<file path="src/rtl/mem_stage.sv">
// Memory-access stage: registers execute results, runs the req/ack data-memory
// transaction for loads and stores, formats load data and emits a write-back packet.
module mem_stage (
  input  logic        clk,
  input  logic        rst,
  input  logic        ex_valid,
  input  logic [31:0] ex_ALUResult,
  input  logic [31:0] ex_readData2,
  input  logic [2:0]  ex_funct3,
  input  logic        ex_MemRead,
  input  logic        ex_MemWrite,
  input  logic        ex_RegWrite,
  input  logic        ex_MemtoReg,
  input  logic        ex_Branch,
  input  logic [4:0]  ex_rd,
  input  logic        ex_zeroFlag,
  input  logic [31:0] ex_branchTargetAddress,
  output logic        stall,
  output logic        PCSrc,
  output logic [31:0] branchTarget,
  output logic        dmem_req,
  output logic        dmem_we,
  output logic [31:0] dmem_addr,
  output logic [31:0] dmem_wdata,
  output logic [3:0]  dmem_be,
  input  logic [31:0] dmem_rdata,
  input  logic        dmem_ack,
  output logic        wb_valid,
  output logic        wb_RegWrite,
  output logic [4:0]  wb_rd,
  output logic [31:0] wb_writeData,
  output logic        misalign
);

  typedef enum logic {IDLE, BUSY} state_t;

  state_t      state, next_state;

  logic        is_mem;
  logic        size_byte, size_half;
  logic        misaligned;
  logic        taken;
  logic [3:0]  be_calc;
  logic [31:0] wdata_calc;
  logic [31:0] load_data;
  logic [7:0]  byte_sel;
  logic [15:0] half_sel;

  logic        cap_load;
  logic        cap_RegWrite;
  logic [4:0]  cap_rd;
  logic [2:0]  cap_funct3;
  logic [1:0]  cap_lane;
  logic [31:0] cap_result;

  assign stall = (state == BUSY);

  // Access size comes from funct3[1:0]; loads with unknown encodings fall to word.
  always_comb begin
    is_mem     = ex_MemRead | ex_MemWrite;
    size_byte  = (ex_funct3[1:0] == 2'b00);
    size_half  = (ex_funct3[1:0] == 2'b01);
    misaligned = is_mem && ((size_half && ex_ALUResult[0]) ||
                            (!size_byte && !size_half && (ex_ALUResult[1:0] != 2'b00)));
    taken      = ex_Branch && (((ex_funct3 == 3'b000) && ex_zeroFlag) ||
                               ((ex_funct3 == 3'b001) && !ex_zeroFlag));
    be_calc    = 4'b1111;
    wdata_calc = ex_readData2;
    if (ex_MemWrite) begin
      if (size_byte) begin
        be_calc    = 4'b0001 << ex_ALUResult[1:0];
        wdata_calc = {4{ex_readData2[7:0]}};
      end else if (size_half) begin
        be_calc    = ex_ALUResult[1] ? 4'b1100 : 4'b0011;
        wdata_calc = {2{ex_readData2[15:0]}};
      end
    end
  end

  always_comb begin
    case (cap_lane)
      2'd0:    byte_sel = dmem_rdata[7:0];
      2'd1:    byte_sel = dmem_rdata[15:8];
      2'd2:    byte_sel = dmem_rdata[23:16];
      default: byte_sel = dmem_rdata[31:24];
    endcase
    half_sel = cap_lane[1] ? dmem_rdata[31:16] : dmem_rdata[15:0];
    case (cap_funct3)
      3'b000:  load_data = {{24{byte_sel[7]}}, byte_sel};
      3'b001:  load_data = {{16{half_sel[15]}}, half_sel};
      3'b100:  load_data = {24'd0, byte_sel};
      3'b101:  load_data = {16'd0, half_sel};
      default: load_data = dmem_rdata;
    endcase
  end

  always_comb begin
    next_state = state;
    case (state)
      IDLE:    if (ex_valid && is_mem && !misaligned) next_state = BUSY;
      BUSY:    if (dmem_ack) next_state = IDLE;
      default: next_state = IDLE;
    endcase
  end

  always_ff @(posedge clk or posedge rst) begin
    if (rst) state <= IDLE;
    else     state <= next_state;
  end

  // MemtoReg is implied by MemRead here: loads always write back the formatted data.
  always_ff @(posedge clk or posedge rst) begin
    if (rst) begin
      PCSrc        <= 1'b0;
      branchTarget <= '0;
      dmem_req     <= 1'b0;
      dmem_we      <= 1'b0;
      dmem_addr    <= '0;
      dmem_wdata   <= '0;
      dmem_be      <= '0;
      wb_valid     <= 1'b0;
      wb_RegWrite  <= 1'b0;
      wb_rd        <= '0;
      wb_writeData <= '0;
      misalign     <= 1'b0;
      cap_load     <= 1'b0;
      cap_RegWrite <= 1'b0;
      cap_rd       <= '0;
      cap_funct3   <= '0;
      cap_lane     <= '0;
      cap_result   <= '0;
    end else begin
      wb_valid    <= 1'b0;
      wb_RegWrite <= 1'b0;
      PCSrc       <= 1'b0;
      misalign    <= 1'b0;
      if (state == IDLE && ex_valid) begin
        if (is_mem && !misaligned) begin
          dmem_req     <= 1'b1;
          dmem_we      <= ex_MemWrite;
          dmem_addr    <= {ex_ALUResult[31:2], 2'b00};
          dmem_be      <= be_calc;
          dmem_wdata   <= wdata_calc;
          cap_load     <= ex_MemRead & ~ex_MemWrite & (ex_MemtoReg | 1'b1);
          cap_RegWrite <= ex_RegWrite;
          cap_rd       <= ex_rd;
          cap_funct3   <= ex_funct3;
          cap_lane     <= ex_ALUResult[1:0];
          cap_result   <= ex_ALUResult;
        end else begin
          wb_valid     <= 1'b1;
          wb_RegWrite  <= ex_RegWrite & ~misaligned;
          wb_rd        <= ex_rd;
          wb_writeData <= ex_ALUResult;
          misalign     <= misaligned;
          if (ex_Branch && !is_mem) begin
            PCSrc        <= taken;
            branchTarget <= ex_branchTargetAddress;
          end
        end
      end else if (state == BUSY && dmem_ack) begin
        dmem_req     <= 1'b0;
        dmem_we      <= 1'b0;
        wb_valid     <= 1'b1;
        wb_RegWrite  <= cap_RegWrite;
        wb_rd        <= cap_rd;
        wb_writeData <= cap_load ? load_data : cap_result;
      end
    end
  end

endmodule

</file>
<file path="config.mk">
export PLATFORM = sky130hd
export DESIGN_NAME = mem_stage
export DESIGN_NICKNAME = d
export VERILOG_FILES = /design/src/rtl/mem_stage.sv
export SDC_FILE = /design/constraint.sdc
export NUM_CORES = 1
export LEC_CHECK = 0
export ABC_AREA = 0
export BUFFER_PORTS_ARGS = -buffer_cell sky130_fd_sc_hd__buf_2
export CAP_MARGIN = 5
export CORE_MARGIN = 1.5
export CORE_UTILIZATION = 45
export CTS_CLUSTER_DIAMETER = 100
export CTS_CLUSTER_SIZE = 30
export DETAILED_ROUTE_END_ITERATION = 12
export GPL_TIMING_DRIVEN = 0
export PLACE_DENSITY = 0.81
export SYNTH_ARGS = -nofsm -noshare
export SYNTH_HDL_FRONTEND = slang
export SYNTH_SLANG_ARGS = --single-unit
</file>
<file path="constraint.sdc">
create_clock -name clk -period 4.85 [get_ports clk]
set_clock_uncertainty 0.15 [all_clocks]
set_input_delay 0.2425 -clock clk [delete_from_list [all_inputs] [get_ports clk]]
set_output_delay 0.2425 -clock clk [all_outputs]
set_load 0.1 [all_outputs]
</file>
# Word-level counts from Yosys, hierarchy flattened
# Index checks and enable logic that the tools add are counted.
# op_classes
shift	1
n_mul	0
magnitude_cmp	0
div	0
addsub	0
reduce_logical	30
n_eq_ne	9
muxes	36
bitwise	7
# op_table
op	count
32-bit two-way mux	7
32-bit case mux with 4 select lines	1
8-bit case mux with 3 select lines	1
1-bit two-way mux	18
16-bit two-way mux	1
4-bit two-way mux	4
5-bit two-way mux	3
1-bit logical AND	13
3-bit by 1-bit == test with 1-bit output (second input constant)	2
3-bit == test (second input constant)	2
3-bit logical NOT	2
2-bit AND reduction	3
1-bit logical NOT	5
2-bit by 1-bit == test with 1-bit output (second input constant)	2
2-bit logical NOT	2
1-bit NOT	4
2-bit nonzero test	2
1-bit by 2-bit << shifter with 4-bit output (first input constant)	1
3-bit AND reduction	1
1-bit AND	2
2-bit == test (second input constant)	1
1-bit logical OR	2
2-bit by 1-bit != test with 1-bit output (second input constant)	1
2-bit != test (second input constant)	1
2 further kinds	2
# totals
inputBits	146
romBits	0
latch_bits	0
ff_bits	186
mem_bits_rw	0
mem_count	0

# Logic depth before layout (Yosys ltp)
# depth
word_depth	10
depth_mapped	7

# Least setup slack after synthesis
# OpenSTA, ideal clock, no wires.
# synth_timing
path_kind	register to register
startpoint	reg state, in the netlist stall
endpoint	reg cap_result[16]
synth_period_minus_slack_ps	2344
n_path_buf	3
t_required_ps	4574
arrival_time_ps	2068
slack_ps	2506
setup_time_ps	126
stages_incl_launch_ff	7
cell_sequence	dfrtp_1 nor2b_1 buf_2 nand4_1 buf_2 buf_2 mux2_2
# synth_via
elab_chain_cells	3
# synth_lines
item	line_no	source
from (decl)	37	state_t state, next_state;
from (signal assigned)	108	else state <= next_state;
1-bit NOT	n/a	
1-bit logical AND	137	if (state == IDLE && ex_valid) begin
2-bit AND reduction (no source line)	n/a	
to (signal assigned)	149	cap_result <= ex_ALUResult;
to (decl)	54	logic [31:0] cap_result;
# Every way passes these cells.
# A chain may end at the register's enable or synchronous reset.

# Worst setup path in the final report
# layout_timing
startpoint	reg state, in the netlist stall
endpoint	reg PCSrc
# layout_via
elab_chain_cells	3
# layout_lines
item	line_no	source
1-bit NOT	n/a	
1-bit logical AND	137	
1-bit two-way mux	137	
to (signal assigned)	157	PCSrc <= taken;
to (decl)	19	output logic PCSrc,
# Every way passes these cells.

==> results.cfg <==
[cts]
cts_root_buf = clkbuf_16
cts_max_level = 4
clk_pin_slew_ps = 60
clock_sinks = 154
numCtsBuffers = 17
clock_latency_ps = 420
cts_tree = yes
clk_path_buf_depth = 2

[synthesis]
synth_edf_count = 0
synth-main-ff-cell = dfrtp_1
yosysWarnings = 0
ys_seq_area_frac = 0.507
ys_types = 48
synthCells = 701
synth_area_mm2 = 0.00761
synthArstFlopShare = 1.00
synth-seq-cells = 154
syn_avg_cell_area_um2 = 10.9

[sta]
fmax_mhz = 397
finalHoldViolations = 0
setup_slack_ps = 2330
max_slew.worst_pin.slew_ps = 822
hold_slack_ps = 5.44
maxSlewViolCount = 0
min_period_ps = 2520
setup_viol = 0
slew_headroom = 0.451
min_period_over_period = 0.519
rsz0062_at_grt = false
tns_ps = 0

[worst_setup_path]
ff2ff_path_depth = 6
reg2reg_slack_ps = 2330
crit_fanout = 10
critPathArrivalTime_ps = 2730
critPathRequiredTime_ps = 5060
startpoint_type = register
worstSetupStartpoint = stall$_DFF_PP0_
worstReg2RegStart = stall$_DFF_PP0_
worstSetupPathType = reg -> reg
end_kind = register

[hold_path]
min_from = ex_readData2[13]
min_path_cells = 3
min_path_type = in -> reg

[route]
wl_per_cell_um = 19.3
dr.pass1.iters = 7
ant_nets = 0
finalWirelength_um = 26000
drt_iter0_markers = 619
drc = 0
viasPerCell = 5.53
num_vias = 7430

[floorplan]
rows = 47
pin_count = 290
fp.dieW_um = 133
design.core.area_mm2 = 0.0165
initial_core_util = 0.460
die_area_mm2 = 0.0177
die_h_um = 133

[layout]
regArea_mm2 = 0.00385
multi_input_area_mm2 = 0.00343
num-fill-cells = 1256
drive_above_1_share = 0.395
final_cell_mix = buf_2 (300), dfrtp_1 (154), dlygate4sd3_1 (103)
layout_commonest_cell = buf_2
finish.instance_area_mm2 = 0.0109
areaGrowthSynthToFinish_pct = 43.6
fin_nets = 1254
final_cells = 1343

[power_and_ir_drop]
power.density_mw_per_mm2 = 653
p_leak_nw = 5.18
peakVddDrop_mv = 0.536

[place]
place_area_mm2 = 0.00933
dp.cells = 1206
io_buffers = 283
dp_hpwl_um = 17600
place_ws_ps = 2590
place.gp.congestion = 0.940

[grt]
grt_pass1_wl_um = 40500
grt_overflow = 0
grt_max_degree = 96
antenna_found_initial = 3
first_global_vias = 7579
grt_use_total = 0.296

[status]
status = finished clean

[run]
cap_viol_max_count = 0
registers in the layout, summed over array words and instances (netlist names), 3 cells and up:
name,count
cap_rd,5
cap_result,31
cap_funct3,3
branchTarget,32
wb_rd,5
dmem_wdata,32
wb_writeData,32
dmem_be,4
Yosys cell counts (3+ instances only):
cell type,n,share of area
dfrtp_1,154,0.51
mux2_2,89,0.13
nand2_1,60,0.030
o21ai_0,49,0.032
mux2i_1,39,0.051
a21oi_1,36,0.024
clkbuf_1,35,0.017
nor2_1,29,0.014
nand2b_1,28,0.023
buf_2,17,0.011
nand3_1,17,0.011
o221ai_1,16,0.018
or3_1,16,0.013
inv_1,12,0.0059
o21ai_1,12,0.0079
nor3_1,11,0.0072
a221oi_2,9,0.018
a221oi_1,7,0.0081
o31ai_1,7,0.0069
a211o_1,6,0.0069
a211oi_1,6,0.0059
and3b_1,6,0.0069
nor2b_1,5,0.0041
buf_4,4,0.0039
nand3b_1,3,0.0030
nand4_1,3,0.0025
worst max-delay path: stages (launching register included):
cell           delay, ps
dfrtp_1              430
nand2b_1             250
nor2_1               320
nand2_1              220
buf_2                270
nor4_1               230
dlygate4sd3_1        580
power breakdown:
group	total (W)	internal (W)	switching [W]
Sequential	0.00190	0.00165	0.000250
Combinational	0.00398	0.000746	0.00323
Clock	0.00125	0.000715	0.000535
cell type report:
cell class | count | area share
diodes | 3 | 0.000688
repair buffers | 387 | 0.227
clock inverters | 11 | 0.00917
inverters | 13 | 0.00493
multi-input cells | 477 | 0.315
clock buffers | 20 | 0.0409
well taps | 220 | 0.0252
flip-flops and latches | 154 | 0.353
plain buffers | 58 | 0.0250
worst paths after layout:
kind,endpoint
min in group asynchronous,branchTarget[30]$_DFFE_PP0P_
max reg2reg,PCSrc$_DFF_PP0_
min,dmem_wdata[13]$_DFFE_PP0P_
min reg2reg,dmem_be[0]$_DFFE_PP0P_
max in group asynchronous,branchTarget[8]$_DFFE_PP0P_
max,PCSrc$_DFF_PP0_
per-layer routing:
layer	part of all wire	wire length, um	GRT usage
met5	0	0	0
met4	0.037	966	0.133
met3	0.081	2120	0.0751
met2	0.49	12700	0.490
met1	0.39	10200	0.365
per-stage QoR:
| stage | utilization | power [W] |
|---|---|---|
| after floorplan | - | 0.00507 |
| after global placement | 0.563 | 0.00574 |
| after detailed placement | 0.565 | 0.00579 |
| after CTS | 0.660 | 0.00711 |
| after global routing | 0.661 | 0.00738 |
| final | 0.661 | 0.00713 |
kinds of logic (layout without fill, tap and decap cells):
family / after synthesis / in the layout / share of synthesized area
other: 1 / 5 / 0.000493
buffers and inverters: 71 / 489 / 0.0423
DFF: 154 / 154 / 0.507
muxes: 128 / 128 / 0.183
and+or+nand+nor: 188 / 188 / 0.125
xor gates and xnor gates: 1 / 1 / 0.00115
AOI/OAI and AO/OA: 158 / 158 / 0.141
timing repair:
item / CTS / global route
resized for setup: 0 / 0
hold buffers: 103 / 0
buffers inserted: 0 / 0
endpoints found under the hold margin: 190 / 0
Power figures use the tool's default switching activity.
